$ cat src/rtl/mrd_pkg.sv
// mrd_pkg: shared state encoding, stage limit and legal radix set for the mixed-radix DFT controller
package mrd_pkg;
  localparam int DEF_MAX_STAGES = 6;
  localparam int PROD_W = 18;
  typedef enum logic [1:0] {SINK = 2'b00, COMPUTE = 2'b01, SOURCE = 2'b10, GAP = 2'b11} state_t;
  function automatic logic legal_radix(input logic [2:0] r);
    return r >= 3'd2 && r <= 3'd5;
  endfunction
endpackage

$ cat src/rtl/mrd_cfg_check.sv
// mrd_cfg_check: combinational frame configuration validator (stage count, radix set, radix product)
module mrd_cfg_check
  import mrd_pkg::*;
#(
  parameter int MAX_STAGES = DEF_MAX_STAGES,
  parameter int W_PTS = 12
) (
  input  logic [W_PTS-1:0]        dftpts,
  input  logic [MAX_STAGES*3-1:0] nf,
  input  logic [2:0]              num_stages,
  output logic                    cfg_ok
);
  logic [PROD_W-1:0] prod;
  logic radix_ok;
  // Unused stages contribute a factor of 1 and are not radix-checked
  always_comb begin
    prod = PROD_W'(1);
    radix_ok = 1'b1;
    for (int i = 0; i < MAX_STAGES; i++)
      if (i < int'(num_stages)) begin
        prod = PROD_W'(prod * PROD_W'(nf[3*i+:3]));
        radix_ok = radix_ok & legal_radix(nf[3*i+:3]);
      end
    cfg_ok = radix_ok && num_stages != 3'd0 && int'(num_stages) <= MAX_STAGES && prod == PROD_W'(dftpts);
  end
endmodule

$ cat src/rtl/mrd_ctrl_fsm.sv
// mrd_ctrl_fsm: frame controller sequencing SINK -> COMPUTE/GAP per factor stage -> SOURCE
module mrd_ctrl_fsm
  import mrd_pkg::*;
#(
  parameter int MAX_STAGES = DEF_MAX_STAGES,
  parameter int W_PTS = 12
) (
  input  logic                    clk,
  input  logic                    rst_n,
  input  logic                    sink_sop,
  input  logic [W_PTS-1:0]        dftpts_in,
  input  logic [MAX_STAGES*3-1:0] nf_in,
  input  logic [2:0]              num_stages_in,
  input  logic                    sink_ongoing,
  input  logic                    rd_ongoing,
  input  logic                    wr_ongoing,
  input  logic                    source_ongoing,
  output logic [1:0]              state,
  output logic [2:0]              current_stage,
  output logic [MAX_STAGES*3-1:0] nf,
  output logic [W_PTS-1:0]        dftpts,
  output logic                    frame_done,
  output logic                    cfg_err,
  output logic                    sop_drop
);
  state_t st, st_n;
  logic [2:0] nstg;
  logic [1:0] src_cnt;
  logic armed, seen_rd, sink_q, src_seen, cfg_ok, go, cdone, last, sdone;

  mrd_cfg_check #(.MAX_STAGES(MAX_STAGES), .W_PTS(W_PTS)) u_chk (
    .dftpts    (dftpts_in),
    .nf        (nf_in),
    .num_stages(num_stages_in),
    .cfg_ok    (cfg_ok)
  );

  assign state = st;
  // A sop landing on the sink_ongoing fall starts a new frame instead of launching the old one
  assign go = sink_q && !sink_ongoing && armed && !sink_sop;
  assign cdone = seen_rd && !rd_ongoing && !wr_ongoing;
  assign last = current_stage == nstg - 3'd1;
  assign sdone = !source_ongoing && (src_seen || src_cnt == 2'd3);

  always_comb begin
    st_n = st;
    st_n = st == SINK ? (go ? COMPUTE : SINK) :
           st == COMPUTE ? (cdone ? (last ? SOURCE : GAP) : COMPUTE) :
           st == GAP ? COMPUTE : (sdone ? SINK : SOURCE);
  end

  always_ff @(posedge clk or negedge rst_n) begin
    if (!rst_n) begin
      st <= SINK;
      current_stage <= '0;
      nf <= '0;
      dftpts <= '0;
      nstg <= '0;
      armed <= 1'b0;
      seen_rd <= 1'b0;
      sink_q <= 1'b0;
      src_seen <= 1'b0;
      src_cnt <= '0;
      frame_done <= 1'b0;
      cfg_err <= 1'b0;
      sop_drop <= 1'b0;
    end else begin
      st <= st_n;
      sink_q <= sink_ongoing;
      frame_done <= st == SOURCE && st_n == SINK;
      cfg_err <= st == SINK && sink_sop && !cfg_ok;
      sop_drop <= st != SINK && sink_sop;
      seen_rd <= st == COMPUTE && st_n == COMPUTE && (seen_rd || rd_ongoing);
      src_seen <= st == SOURCE && st_n == SOURCE && (src_seen || source_ongoing);
      src_cnt <= (st == SOURCE && st_n == SOURCE) ? src_cnt + 2'd1 : 2'd0;
      current_stage <= st == GAP ? current_stage + 3'd1 : (st_n == SINK ? 3'd0 : current_stage);
      if (st == SINK && sink_sop) begin
        nf <= nf_in;
        dftpts <= dftpts_in;
        nstg <= num_stages_in;
        armed <= cfg_ok;
      end else if (st_n == COMPUTE) armed <= 1'b0;
    end
  end
endmodule

$ cat config.mk
export PLATFORM = sky130hd
export DESIGN_NAME = mrd_ctrl_fsm
export DESIGN_NICKNAME = d
export VERILOG_FILES = /design/src/rtl/mrd_pkg.sv /design/src/rtl/mrd_cfg_check.sv /design/src/rtl/mrd_ctrl_fsm.sv
export SDC_FILE = /design/constraint.sdc
export NUM_CORES = 1
export LEC_CHECK = 0
export ABC_AREA = 1
export CORE_MARGIN = 2
export CORE_UTILIZATION = 50
export DETAILED_ROUTE_END_ITERATION = 16
export DONT_BUFFER_PORTS = 1
export PLACE_DENSITY = 0.68
export SLEW_MARGIN = 25
export SYNTH_ARGS = -nofsm -noshare
export SYNTH_HDL_FRONTEND = slang
export SYNTH_SLANG_ARGS = --single-unit
$ cat constraint.sdc
create_clock -name clk -period 1.8 [get_ports clk]
set_input_delay 0.18 -clock clk [delete_from_list [all_inputs] [get_ports clk]]
set_output_delay 0.18 -clock clk [all_outputs]
set_load 0.03 [all_outputs]
== Yosys cells after proc, flatten, opt, wreduce, memory -nomap -nowiden ==
Cells that the tools add are included.

* $mul: 5
* Muxes and demuxes: 24
* Order comparisons: 19
* Reduce and logical (&&, ||, !) cells: 38
* Eq/ne operators: 8
* Add/sub/neg operators: 3
* Bitwise operators: 5

{| class="wikitable"
|+ Operator list
! operator !! count
|-
| 18-bit by 3-bit multiplier with 18-bit output || 5
|-
| 18-bit two-way mux || 5
|-
| 1-bit logical AND || 23
|-
| 3-bit <= comparator (second input constant) || 7
|-
| 18-bit by 12-bit equality test with 1-bit output || 1
|-
| 3-bit by 2-bit greater-or-equal comparator with 1-bit output (second input constant) || 6
|-
| 2-bit two-way mux || 6
|-
| 1-bit two-way mux || 10
|-
| 3-bit two-way mux || 3
|-
| 2-bit equality test (second input constant) || 4
|-
| 1-bit logical NOT || 6
|-
| 1-bit by 3-bit less-than comparator with 1-bit output (first input constant) || 2
|-
| 2-bit by 3-bit less-than comparator with 1-bit output (first input constant) || 2
|-
| 3-bit less-than comparator (first input constant) || 2
|-
| 2-bit nonzero test || 3
|-
| 1-bit bitwise AND || 5
|-
| 2-bit by 1-bit equality test with 1-bit output (second input constant) || 2
|-
| 2-bit logical NOT || 2
|-
| 3-bit by 1-bit adder with 3-bit output (second input constant) || 1
|-
| 3-bit equality test || 1
|-
| 1-bit logical OR || 3
|-
| 3-bit nonzero test || 1
|-
| 3-bit by 1-bit subtractor with 3-bit output (second input constant) || 1
|-
| 2-bit by 1-bit adder with 2-bit output (second input constant) || 1
|}

* Register bits: 47
* Bits of input ports: 40

== Depth between registers and ports, before layout ==
* Depth in word-level cells: 18
* Depth in mapped cells: 63
* Gate-level depth less buffers: 62

== Modules after synthesis ==
Synthesis repeated with hierarchy kept, for this count alone.

* Cell total of the unflattened synthesis: 1,105
* Area, all modules: 6,906.6 µm²

{| class="wikitable"
|+ By module, submodules not included
! module !! area an instance (µm²) !! times used !! cells an instance
|-
| mrd_cfg_check || 4,963.5 || 1 || 881
|-
| mrd_ctrl_fsm || 1,943.1 || 1 || 224
|}

== Worst setup path before layout ==
OpenSTA, ideal clock, no wires.

* Path type: input to register
* Start point: input num_stages_in[2]
* End point: register armed
* Buffers on the path: 1
* Data required time: 1.663 ns
* Path slack: -6.936 ns
* Stages on the path: 56
* Arrival: 8.600 ns
* Cell sequence: buf_6 > nor2_4 > nand2_2 > nand2_4 > inv_1 > nor2_1 > fa_1 > ha_1 > fa_1 > nand2_2 > inv_1 > nand2_1 > fa_1 > fa_1 > inv_1 > nand3_1 > nand3_1 > nand3_1 > (+20 left out) > nand2_1 > nand2_1 > nand2_1 > and2_1 > nand2_1 > fa_1 > inv_1 > ha_1 > nand2_1 > inv_1 > nand3_1 > o21ai_0 > a21oi_1 > or2_2 > nand3_1 > nand2_1 > nand4_1 > a21oi_1

* Longest elaborated chain between the ends: 16
* Elaborated cells between the ends (all ways): 35
* Classes of those cells: mul (5); order compare (7); eq/ne (1); mux (13); bitwise (5); reduce/logical (4)

{| class="wikitable"
|+ Ends and longest elaborated chain
! element !! RTL line !! RTL
|-
| start: declaration || mrd_ctrl_fsm.sv:13 || <nowiki>input logic [2:0] num_stages_in,</nowiki>
|-
| branches (longest 14 deep; another with 18-bit by 3-bit multiplier with 18-bit output) || - ||
|-
| 1-bit logical AND * || mrd_cfg_check.sv:24 || <nowiki>cfg_ok = radix_ok && num_stages != 3'd0 && int'(num_stages) <= MAX_STAGES && prod == PROD_W'(dftpts);</nowiki>
|-
| 1-bit two-way mux * || mrd_ctrl_fsm.sv:77 || <nowiki>if (st == SINK && sink_sop) begin</nowiki>
|-
| end signal: assignment || mrd_ctrl_fsm.sv:81 || <nowiki>armed <= cfg_ok;</nowiki>
|-
| end: declaration || mrd_ctrl_fsm.sv:29 || <nowiki>logic armed, seen_rd, sink_q, src_seen, cfg_ok, go, cdone, last, sdone;</nowiki>
|}

Mark *: on every way between the ends.
A chain may end at the register's enable or synchronous reset.

== Final worst setup path ==
* Start point: input num_stages_in[1]
* End point: register cfg_err

* Longest elaborated chain between the ends: 17
* Elaborated cells between the ends (all ways): 36
* Classes of those cells: mul (5); order compare (7); eq/ne (1); mux (12); bitwise (5); reduce/logical (6)

{| class="wikitable"
|+ Ends and longest elaborated chain
! element !! RTL line !! RTL
|-
| branches (longest 14 deep; another with 18-bit by 3-bit multiplier with 18-bit output) || - ||
|-
| 1-bit logical AND * || mrd_cfg_check.sv:24 ||
|-
| 1-bit logical NOT * || mrd_ctrl_fsm.sv:71 || <nowiki>cfg_err <= st == SINK && sink_sop && !cfg_ok;</nowiki>
|-
| 1-bit logical AND * || mrd_ctrl_fsm.sv:71 ||
|-
| end signal: assignment || mrd_ctrl_fsm.sv:71 ||
|-
| end: declaration || mrd_ctrl_fsm.sv:23 || <nowiki>output logic cfg_err,</nowiki>
|}

Marks and branches as above.

==> results_dict.tcl <==
set metrics [dict create \
    cp-end-kind "flop" \
    vias 7127 \
    overflow 0 \
    multiInputGateArea_um2 5461 \
    synth-edff-count 0 \
    finalCriticalPeriod_ns 8.351 \
    yosys.area.top_type "nand2_1" \
    die_w_um 119.8 \
    cts.htree.levels 2 \
    start_util 0.5081 \
    antenna_found_initial 1 \
    drtIter0Drc 407 \
    synth_commonest_cells "348 x nand2_1, 182 x inv_1, 103 x nand3_1, 64 x nor2_1, 58 x ha_1" \
    synth.avg_cell_area_um2 6.407 \
    p_leak_nw 5.069 \
    gp_congestion 0.9359 \
    wl_per_cell_um 13.98 \
    grt_usage 0.2735 \
    violations "setup timing" \
    hp-class "in2reg" \
    rsz0062_at_grt "yes" \
    async_reset_ff_frac 1.000 \
    max_stage_delay_ns 0.52 \
    cts_tree "done" \
    hold_viol 0 \
    diodes 0 \
    fin_crit_sh 4.640 \
    fill_cells 1129 \
    maxCapViolations 0 \
    ir_worst_vdd_uv 637.5 \
    io_pins 78 \
    numCtsBuffers 5 \
    dpl.hpwl_um 15220 \
    via_per_inst 5.127 \
    tns_ns -13.63 \
    grt_pass1_vias 6894 \
    synth.distinct_cells 40 \
    drt.antenna.violating_nets 0 \
    nets 1351 \
    die_y_um 119.8 \
    core_um2 13190 \
    dpl_worst_slack_ns -6.991 \
    max_slew.worst_pin.slew_ns 0.3601 \
    finalMaxSlewViolations 0 \
    setup_violations 7 \
    syn_nets 1184 \
    totalPowerFinal_mw 8.641 \
    crit_path_top_delay_cell "fa_1" \
    synth.area.top_cells "nand2_1 19%, dfrtp_1 18%, fa_1 12%" \
    synth_most_common_cell "nand2_1" \
    placed_cells 1367 \
    arrival_ns 8.53 \
    fin_cells 1390 \
    drive_gt1_frac 0.3171 \
    setup_slack_ns -6.551 \
    first_pass_iters 5 \
    grt_start_max_net_pins 62 \
    crit_type "in2reg" \
    layout.area.seq_um2 1176 \
    netlist_area_um2 6701 \
    fin_skew_ns 0.003594 \
    cts_sinks 47 \
    grt_pass1_wl_um 32330 \
    relSlewSlack 0.7574 \
    ys_seq_area_frac 0.1755 \
    synth_top_cell_area_share 0.1949 \
    synth_cells 1046 \
    drc 0 \
    crit_fanout 6 \
    max_freq_mhz 119.7 \
    clk_latency_ns 0.29 \
    outcome "complete, but fails checks" \
    critical_path_required_ns 1.98 \
    rows 42 \
    fin_hold_ws_ns 0.03104 \
    synth_ff_type "dfrtp_1" \
    start_kind "input pin" \
    ys_seq_elements 47 \
    yosysWarnings 0 \
    path_clk_slew_ns 0.06 \
    p_per_area_nw_per_um2 945.5 \
    drt_wl_total_um 19440 \
    die_area_um2 14340 \
    port_buffers 0 \
    clockBufferDepth 2 \
    area_delta_synth_final_pct 36.37 \
    root_buffer "clkbuf_16" \
]
## critical path, delay by kind of cell
family	cells	cell delay, ns
AO/OA/AOI/OAI	3	0.42
XOR/XNOR	1	0.16
adder cells (fa/ha/maj)	11	4.15
buffers and inverters	9	0.50
AND/OR/NAND/NOR	32	3.09
## cell usage in the layout, fill, tap and decap left out, drive strengths merged, types with 13 or more instances in the layout
cell,count
a21oi,39
buf,181
dfrtp,47
fa,40
ha,58
inv,186
nand2,358
nand3,112
nand4,13
nor2,67
o21ai,48
or2,14
## path summary, 6_finish.rpt
kind	slack, ns	from	end	depth (start not counted)
max	-6.55	num_stages_in[1]	cfg_err	56
min	0.03	nf_in[2]	nf[2]	2
max reg2reg	-0.14	nstg[0]	frame_done	8
min reg2reg	0.44	src_cnt[0]	src_cnt[0]	1
max in group asynchronous	1.21	rst_n	cfg_err	2
min in group asynchronous	0.40	rst_n	current_stage[1]	2
## report_power, final
| group | switching, mW | internal, mW | leakage (nW) | total (mW) |
|---|---|---|---|---|
| clock network | 0.371 | 0.590 | 0.0761 | 0.960 |
| logic | 2.84 | 2.36 | 4.40 | 5.19 |
| registers | 1.02 | 1.46 | 0.594 | 2.49 |
| total | 4.23 | 4.41 | 5.07 | 8.64 |
## routing by layer
| metal | vias to the layer above | share of wire | GRT usage | routed length (µm) |
|---|---|---|---|---|
| met5 | - | 0.00067 | 0 | 13 |
| met4 | 2 | 0.021 | 0.05221 | 404 |
| met3 | 39 | 0.058 | 0.03802 | 1120 |
| met2 | 179 | 0.49 | 0.4832 | 9553 |
| met1 | 3310 | 0.43 | 0.3589 | 8345 |
| li1 | 3597 | - | - | - |
## cell families after synthesis
group           count (synthesis)  share of synthesized area
xor+xnor                       11                    0.01438
buf+inv                       211                     0.1232
compound gates                101                    0.08290
fa+ha+maj                      98                     0.2278
simple gates                  578                     0.3762
flops                          47                     0.1755
## sequential cells by signal, indices dropped and copies added, names as in the netlist
| name | cells |
|---|---|
| state | 2 |
| src_cnt | 2 |
| sop_drop | 1 |
| sink_q | 1 |
| src_seen | 1 |
| nf | 18 |
| dftpts | 12 |
| nstg | 3 |
| frame_done | 1 |
| current_stage | 3 |
| armed | 1 |
| seen_rd | 1 |
| cfg_err | 1 |
## layout make-up
class | instances | share of cell area
Tap cell | 176 | 0.02410
Inverter | 188 | 0.07818
Timing Repair Buffer | 183 | 0.1539
Clock inverter | 1 | 0.0008215
Sequential cell | 47 | 0.1287
Clock buffer | 7 | 0.01670
Multi-Input combinational cell | 788 | 0.5976
## through the flow
step	util	instance area (µm²)
finish	0.6928	9139
global route	0.6928	9139
CTS	0.6710	8851
detailed placement	0.6372	8404
global placement	0.6372	8404
floorplan	-	7042
## timing repair
item | 4_1_cts | 5_1_grt
hold buffers | 3 | 0
gates resized for setup | 55 | 68
buffers inserted | 7 | 5
hold endpoints to repair | 48 | 0
pin swaps | 23 | 41
setup endpoints to repair | 6 | 9
Note: power is estimated with default switching activity, not from simulation.
